[config.mk]
export PLATFORM = sky130hd
export DESIGN_NAME = trigger_window_gen
export DESIGN_NICKNAME = d
export VERILOG_FILES = /design/src/rtl/trigger_window_gen.sv
export SDC_FILE = /design/constraint.sdc
export NUM_CORES = 1
export LEC_CHECK = 0
export ABC_AREA = 1
export ABC_CLOCK_PERIOD_IN_PS = 2750
export CORE_MARGIN = 1
export CORE_UTILIZATION = 59
export CTS_CLUSTER_DIAMETER = 100
export DETAILED_ROUTE_END_ITERATION = 16
export PLACE_DENSITY_LB_ADDON = 0.1
export SLEW_MARGIN = 25
export SYNTH_ARGS = -nofsm -noshare
export SYNTH_HDL_FRONTEND = slang
export SYNTH_SLANG_ARGS = --single-unit
[constraint.sdc]
create_clock -name clk -period 2.75 [get_ports clk]
set_input_delay 0.4125 -clock clk [delete_from_list [all_inputs] [get_ports clk]]
set_output_delay 0.4125 -clock clk [all_outputs]
set_load 0.02 [all_outputs]
[src/rtl/trigger_window_gen.sv]
// trigger_window_gen
//   Memory-mapped trigger-window generator. Firmware arms it over the device
//   bus; it holds gpio_o[TRIGGERBIT] high for a cycle-counted window, either
//   after a programmable delay (ARM_AUTO) or immediately (START_MANUAL). The
//   window closes after LENGTH cycles, or on STOP when LENGTH is 0. The other
//   GPIO bits come from the software GPIO_OUT register.
//
// Ports
//   clk, rst       : single clock, synchronous active-high reset
//   dev_req_i      : single-cycle bus request
//   dev_we_i       : write enable
//   dev_be_i       : byte enables
//   dev_addr_i     : byte address, [4:2] selects the word
//   dev_wdata_i    : write data
//   dev_rvalid_o   : response valid, one cycle after every request
//   dev_rdata_o    : read data (0 when not a read response)
//   gpio_o         : GPIO_OUT with bit TRIGGERBIT replaced by trigger_o
//   trigger_o      : registered trigger level (high while ACTIVE)
//   busy_o         : high while in DELAY or ACTIVE
//
// Register map (word offsets)
//   0x00 CTRL   W   b0 START_MANUAL, b1 ARM_AUTO, b2 STOP, b3 CLEAR (be[0] only)
//   0x04 DELAY  RW  delay before the window (locked while busy)
//   0x08 LENGTH RW  window length, 0 = ends on STOP (locked while busy)
//   0x0C STATUS R   [1:0] state, b2 done
//   0x10 CYCLES R   cycles the trigger was high in the last window
//   0x14 GPIO   RW  GPIO_OUT, byte-enabled
module trigger_window_gen #(
  parameter int GPIO_W     = 8,
  parameter int TRIGGERBIT = 0,
  parameter int CNT_W      = 32
) (
  input  logic              clk,
  input  logic              rst,
  input  logic              dev_req_i,
  input  logic              dev_we_i,
  input  logic [3:0]        dev_be_i,
  input  logic [4:0]        dev_addr_i,
  input  logic [31:0]       dev_wdata_i,
  output logic              dev_rvalid_o,
  output logic [31:0]       dev_rdata_o,
  output logic [GPIO_W-1:0] gpio_o,
  output logic              trigger_o,
  output logic              busy_o
);

  typedef enum logic [1:0] {
    ST_IDLE   = 2'd0,
    ST_DELAY  = 2'd1,
    ST_ACTIVE = 2'd2,
    ST_DONE   = 2'd3
  } state_e;

  localparam logic [2:0] W_CTRL   = 3'd0;
  localparam logic [2:0] W_DELAY  = 3'd1;
  localparam logic [2:0] W_LENGTH = 3'd2;
  localparam logic [2:0] W_STATUS = 3'd3;
  localparam logic [2:0] W_CYCLES = 3'd4;
  localparam logic [2:0] W_GPIO   = 3'd5;

  function automatic logic [31:0] be_merge(input logic [31:0] old_val,
                                           input logic [31:0] new_val,
                                           input logic [3:0]  be);
    logic [31:0] res;
    res = old_val;
    for (int i = 0; i < 4; i++) begin
      if (be[i]) res[8*i +: 8] = new_val[8*i +: 8];
    end
    return res;
  endfunction

  state_e            state_q, state_d;
  logic [CNT_W-1:0]  cnt_q, cnt_d, cnt_inc;
  logic [CNT_W-1:0]  cycles_q, cycles_d;
  logic              done_q, done_d;
  logic              trigger_q;
  logic [CNT_W-1:0]  delay_q, length_q;
  logic [GPIO_W-1:0] gpio_q;
  logic              rvalid_p1;
  logic [31:0]       rdata_p1, rdata_d;

  logic       wr_en, rd_en, cfg_open;
  logic [2:0] word;
  logic       ctrl_wr, c_start, c_arm, c_stop, c_clear;
  logic       unused_addr_bits;

  assign unused_addr_bits = ^dev_addr_i[1:0];

  assign word     = dev_addr_i[4:2];
  assign wr_en    = dev_req_i & dev_we_i;
  assign rd_en    = dev_req_i & ~dev_we_i;
  assign cfg_open = (state_q == ST_IDLE) || (state_q == ST_DONE);

  assign ctrl_wr = wr_en && (word == W_CTRL) && dev_be_i[0];
  assign c_start = ctrl_wr & dev_wdata_i[0];
  assign c_arm   = ctrl_wr & dev_wdata_i[1];
  assign c_stop  = ctrl_wr & dev_wdata_i[2];
  assign c_clear = ctrl_wr & dev_wdata_i[3];

  // In ACTIVE, cnt_q holds the number of completed high cycles, so cnt_inc
  // is the count including the current one.
  assign cnt_inc = cnt_q + CNT_W'(1);

  always_comb begin
    state_d  = state_q;
    cnt_d    = cnt_q;
    cycles_d = cycles_q;
    done_d   = done_q;
    unique case (state_q)
      ST_IDLE, ST_DONE: begin
        if (c_arm) begin
          done_d = 1'b0;
          if (delay_q == '0) begin
            state_d = ST_ACTIVE;
            cnt_d   = '0;
          end else begin
            state_d = ST_DELAY;
            cnt_d   = delay_q;
          end
        end else if (c_start) begin
          done_d  = 1'b0;
          state_d = ST_ACTIVE;
          cnt_d   = '0;
        end else if (c_clear && (state_q == ST_DONE)) begin
          done_d  = 1'b0;
          state_d = ST_IDLE;
        end
      end
      ST_DELAY: begin
        if (c_stop) begin
          state_d  = ST_DONE;
          cycles_d = '0;
          done_d   = 1'b1;
        end else if (cnt_q == CNT_W'(1)) begin
          // Last delay cycle: the trigger rises DELAY+1 cycles after arming.
          state_d = ST_ACTIVE;
          cnt_d   = '0;
        end else begin
          cnt_d = cnt_q - CNT_W'(1);
        end
      end
      ST_ACTIVE: begin
        // STOP and auto-expiry latch the same count, so no priority is needed.
        if (c_stop || ((length_q != '0) && (cnt_inc == length_q))) begin
          state_d  = ST_DONE;
          cycles_d = cnt_inc;
          done_d   = 1'b1;
        end else begin
          cnt_d = cnt_inc;
        end
      end
      default: state_d = ST_IDLE;
    endcase
  end

  always_ff @(posedge clk) begin
    if (rst) begin
      state_q   <= ST_IDLE;
      cnt_q     <= '0;
      cycles_q  <= '0;
      done_q    <= 1'b0;
      trigger_q <= 1'b0;
    end else begin
      state_q   <= state_d;
      cnt_q     <= cnt_d;
      cycles_q  <= cycles_d;
      done_q    <= done_d;
      trigger_q <= (state_d == ST_ACTIVE);
    end
  end

  always_comb begin
    rdata_d = '0;
    unique case (word)
      W_DELAY:  rdata_d = 32'(delay_q);
      W_LENGTH: rdata_d = 32'(length_q);
      W_STATUS: rdata_d = {29'd0, done_q, state_q};
      W_CYCLES: rdata_d = 32'(cycles_q);
      W_GPIO:   rdata_d = 32'(gpio_q);
      default:  rdata_d = '0;
    endcase
  end

  // Bus response stage: one cycle after the request.
  always_ff @(posedge clk) begin
    if (rst) begin
      delay_q   <= '0;
      length_q  <= '0;
      gpio_q    <= '0;
      rvalid_p1 <= 1'b0;
      rdata_p1  <= '0;
    end else begin
      if (wr_en && (word == W_DELAY) && cfg_open)
        delay_q <= CNT_W'(be_merge(32'(delay_q), dev_wdata_i, dev_be_i));
      if (wr_en && (word == W_LENGTH) && cfg_open)
        length_q <= CNT_W'(be_merge(32'(length_q), dev_wdata_i, dev_be_i));
      if (wr_en && (word == W_GPIO))
        gpio_q <= GPIO_W'(be_merge(32'(gpio_q), dev_wdata_i, dev_be_i));
      rvalid_p1 <= dev_req_i;
      rdata_p1  <= rd_en ? rdata_d : '0;
    end
  end

  always_comb begin
    gpio_o             = gpio_q;
    gpio_o[TRIGGERBIT] = trigger_q;
  end

  assign trigger_o    = trigger_q;
  assign busy_o       = (state_q == ST_DELAY) || (state_q == ST_ACTIVE);
  assign dev_rvalid_o = rvalid_p1;
  assign dev_rdata_o  = rdata_p1;

endmodule

==> results of run 1 <==
## flip-flops by register name, summed over array words and instances, names as in the netlist
signal	cells
cnt_q	32
cycles_q	32
delay_q	32
dev_rdata_o	32
length_q	32
gpio_q	8
state_q	2
dev_rvalid_o	1
done_q	1
trigger_o	1
## final timing paths
check,to,slack (ns),cells past startpoint
max,cycles_q[22],-0.17,17
min,cycles_q[24],0.47,2
max reg2reg,cycles_q[22],-0.17,17
min reg2reg,cycles_q[24],0.47,2
## cell usage in the layout, fill, tap and decap left out, types with 4 or more instances in the layout
cell | netlist | routed
a21oi_1 | 179 | 153
a21oi_2 | 0 | 25
a221oi_1 | 5 | 5
a22oi_1 | 13 | 13
a31oi_1 | 7 | 7
buf_12 | 0 | 12
buf_4 | 8 | 121
buf_6 | 3 | 6
clkbuf_16 | 0 | 22
clkdlybuf4s50_1 | 0 | 85
dfxtp_1 | 173 | 158
dfxtp_2 | 0 | 11
dfxtp_4 | 0 | 4
ha_1 | 6 | 4
inv_1 | 185 | 182
inv_2 | 2 | 4
inv_6 | 0 | 4
inv_8 | 0 | 4
nand2_1 | 344 | 289
nand2_2 | 4 | 48
nand2_4 | 0 | 8
nand3_1 | 175 | 146
nand3_2 | 0 | 27
nand4_1 | 21 | 21
nor2_1 | 212 | 196
nor2_2 | 6 | 15
nor2_4 | 4 | 11
nor3_1 | 11 | 10
nor4_1 | 8 | 8
o21ai_0 | 124 | 124
o221ai_1 | 12 | 12
o22ai_1 | 10 | 10
xor2_1 | 19 | 19
## repair_timing
item	CTS	global route
buffers inserted	2	11
pin swaps	4	27
cloned	1	7
setup endpoints to repair	85	99
resized for setup	19	164
## cells by family after synthesis
logic type	count (synthesis)	synth area share, %
fa+ha+maj	6	0.740
xor+xnor	21	1.81
buf+inv	287	11.4
simple gates	789	32.9
compound gates	359	19.0
flops	173	34.1
## cell type report
type                    instances  share of cell area [%]
multi-input cells            1175                    45.6
inverters                     188                    5.29
well taps                     220                    2.05
flip-flops and latches        173                    26.0
clock buffers                  18                    3.27
clock inverters                14                    1.08
repair buffers                231                    16.7
## routing by layer
metal  part of all wire [%]  wire length (um)
met4                    7.8              3350
met2                     46             19700
met5                      0                 0
met1                     34             14700
met3                     12              5070
## critical path, stage by stage, from the launching register on
cell       delay [ns]
dfxtp_1          0.39
nand2_1          0.14
nor2_1           0.19
nand2_1          0.13
nor2_4           0.23
nand3_1          0.16
nand3_1          0.12
nand2_1          0.07
nor2_1           0.18
nand3_1          0.15
nor2_1           0.14
nand3_2          0.15
nand2_4          0.14
buf_12           0.16
nand2_8          0.09
clkbuf_16        0.21
nand2_2          0.06
a21oi_1          0.07
## power groups by stage
stage	combinational [mW]	sequential, mW	clock [mW]
floorplan	0.448	2.61	0
global placement	0.781	2.62	0
detailed placement	0.790	2.62	0
CTS	0.803	2.56	2.43
global route	0.929	2.57	2.55
finish	0.872	2.57	2.46
==> impl_metrics.env, run 1 <==
export IMPL_dieHeight_um=133
export IMPL_rsz0062_at_grt="yes"
export IMPL_cap_violations=0
export IMPL_avgSynthCellArea_sq_um=6.20
export IMPL_finalInstanceArea_sq_um=13400
export IMPL_ys_top_cells_by_count="nand2_1 (344), nor2_1 (212), inv_1 (185), a21oi_1 (179), nand3_1 (175)"
export IMPL_gr_max_usage_layer="met2"
export IMPL_tightest_slew_ns=0.713
export IMPL_cts_htree_levels=4
export IMPL_grt_util_met1_pct=51.9
export IMPL_place_hpwl_um=29300
export IMPL_postLayoutCoreUtil_pct=80.3
export IMPL_clock_fmax_mhz=343
export IMPL_powerDensity_nw_per_um2=440
export IMPL_synthCells=1635
export IMPL_drtIter0Drc=1705
export IMPL_synth_area_sq_um=10100
export IMPL_dp_cells=1966
export IMPL_yosysTopAreaCellShare_pct=34.1
export IMPL_cts_tree="built"
export IMPL_startpoint_type="flop"
export IMPL_area_growth_pct=32.2
export IMPL_nets=1837
export IMPL_dpl_cell_area_sq_um=11900
export IMPL_yosysTopAreaCell="dfxtp_1"
export IMPL_cts_made_buffers=17
export IMPL_grt_ovfl_total=0
export IMPL_ys_seq_area_share_pct=34.1
export IMPL_fin_crit_sh_pct=106
export IMPL_p_sw_mw=1.80
export IMPL_synth_flop_cell="dfxtp_1"
export IMPL_synth_enable_flop_cells=0
export IMPL_yosysUniqueCellTypes=36
export IMPL_clockBufferDepth=2
export IMPL_setup_viol=63
export IMPL_cp_data_required_time_ns=3.06
export IMPL_arrival_ns=3.23
export IMPL_peakVddDrop_mv=0.500
export IMPL_power_mw=5.90
export IMPL_track_usage_pct=45.1
export IMPL_synth_most_common_cell="nand2_1"
export IMPL_end_kind="flop"
export IMPL_pwr_share_seq_pct=43.5
export IMPL_p_comb_share_pct=14.8
export IMPL_coreArea_sq_um=16700
export IMPL_worstHoldPathType="reg2reg"
export IMPL_path_clk_slew_ns=0.08
export IMPL_regToRegStartpoint="cnt_q[12]"
export IMPL_antenna_found_initial=0
export IMPL_hold_start="cycles_q[24]"
export IMPL_num_antenna_cells=0
export IMPL_start_util_pct=60.7
export IMPL_stdcell_count=2019
export IMPL_synthTopCellsByArea="dfxtp_1 (34%), nand2_1 (13%), a21oi_1 (8.8%)"
export IMPL_grt_pass1_wl_um=61000
export IMPL_use_met2_pct=76.4
export IMPL_whs_ns=0.473
export IMPL_grt_pass1_vias=11400
export IMPL_swShare_pct=30.6
export IMPL_ant_nets=0
export IMPL_dp_slack_ns=-0.114
export IMPL_layout_min_cycle_time_ns=2.92
export IMPL_port_buffers=85
export IMPL_die_area_sq_um=17700
export IMPL_status="finished with violations"
export IMPL_clock_latency_ns=0.45
export IMPL_first_pass_iters=8
export IMPL_root_buffer="clkbuf_16"
export IMPL_finClkSkew_ns=0.0140
export IMPL_ys_ff_latch=173
export IMPL_gp_congestion=1.04
export IMPL_die_x_um=133
export IMPL_vias=12800
export IMPL_clkPwrFrac_pct=41.7
export IMPL_timing_final_ws_setup_ns=-0.167
export IMPL_hold_viol=0
export IMPL_multi_input_area_sq_um=6120
export IMPL_leakage_nw=5.39
export IMPL_async_flop_share_pct=0
export IMPL_yosysWarnings=0
export IMPL_cts_hold_fix_buffers=0
export IMPL_drive_gt1_share_pct=19.1
export IMPL_ioPinCount=88
export IMPL_synth_fp_nets=1686
export IMPL_drt_wl_total_um=42900
export IMPL_cp_startpoint="cnt_q[12]"
export IMPL_regArea_sq_um=3490
export IMPL_violations="setup timing"
export IMPL_drc=0
export IMPL_path_max_fanout=8
export IMPL_slew_violations=0
export IMPL_maxSlewHeadroom_pct=52.3
export IMPL_grt_max_degree=48
export IMPL_fillerInstances=1233
export IMPL_critPathKind="reg2reg"
export IMPL_use_met3_pct=8.83
export IMPL_cts_sinks=173
export IMPL_setup_tns_final_ns=-6.01
export IMPL_floorplan_rows=47
export IMPL_vias_per_cell=6.33
export IMPL_p_int_mw=4.10
export IMPL_detail_route_wl_per_cell_um=21.2
No activity file was read; power rests on OpenSTA's default activity.
==> run 2: changes to the inputs <==
--- a/config.mk
+++ b/config.mk
@@ -6,7 +6,6 @@
 export NUM_CORES = 1
 export LEC_CHECK = 0
 export ABC_AREA = 1
-export ABC_CLOCK_PERIOD_IN_PS = 2750
 export CORE_MARGIN = 1
 export CORE_UTILIZATION = 59
 export CTS_CLUSTER_DIAMETER = 100
==> results of run 2 <==
Same layout as run 1: the final DEF is identical, and so are final timing and power.
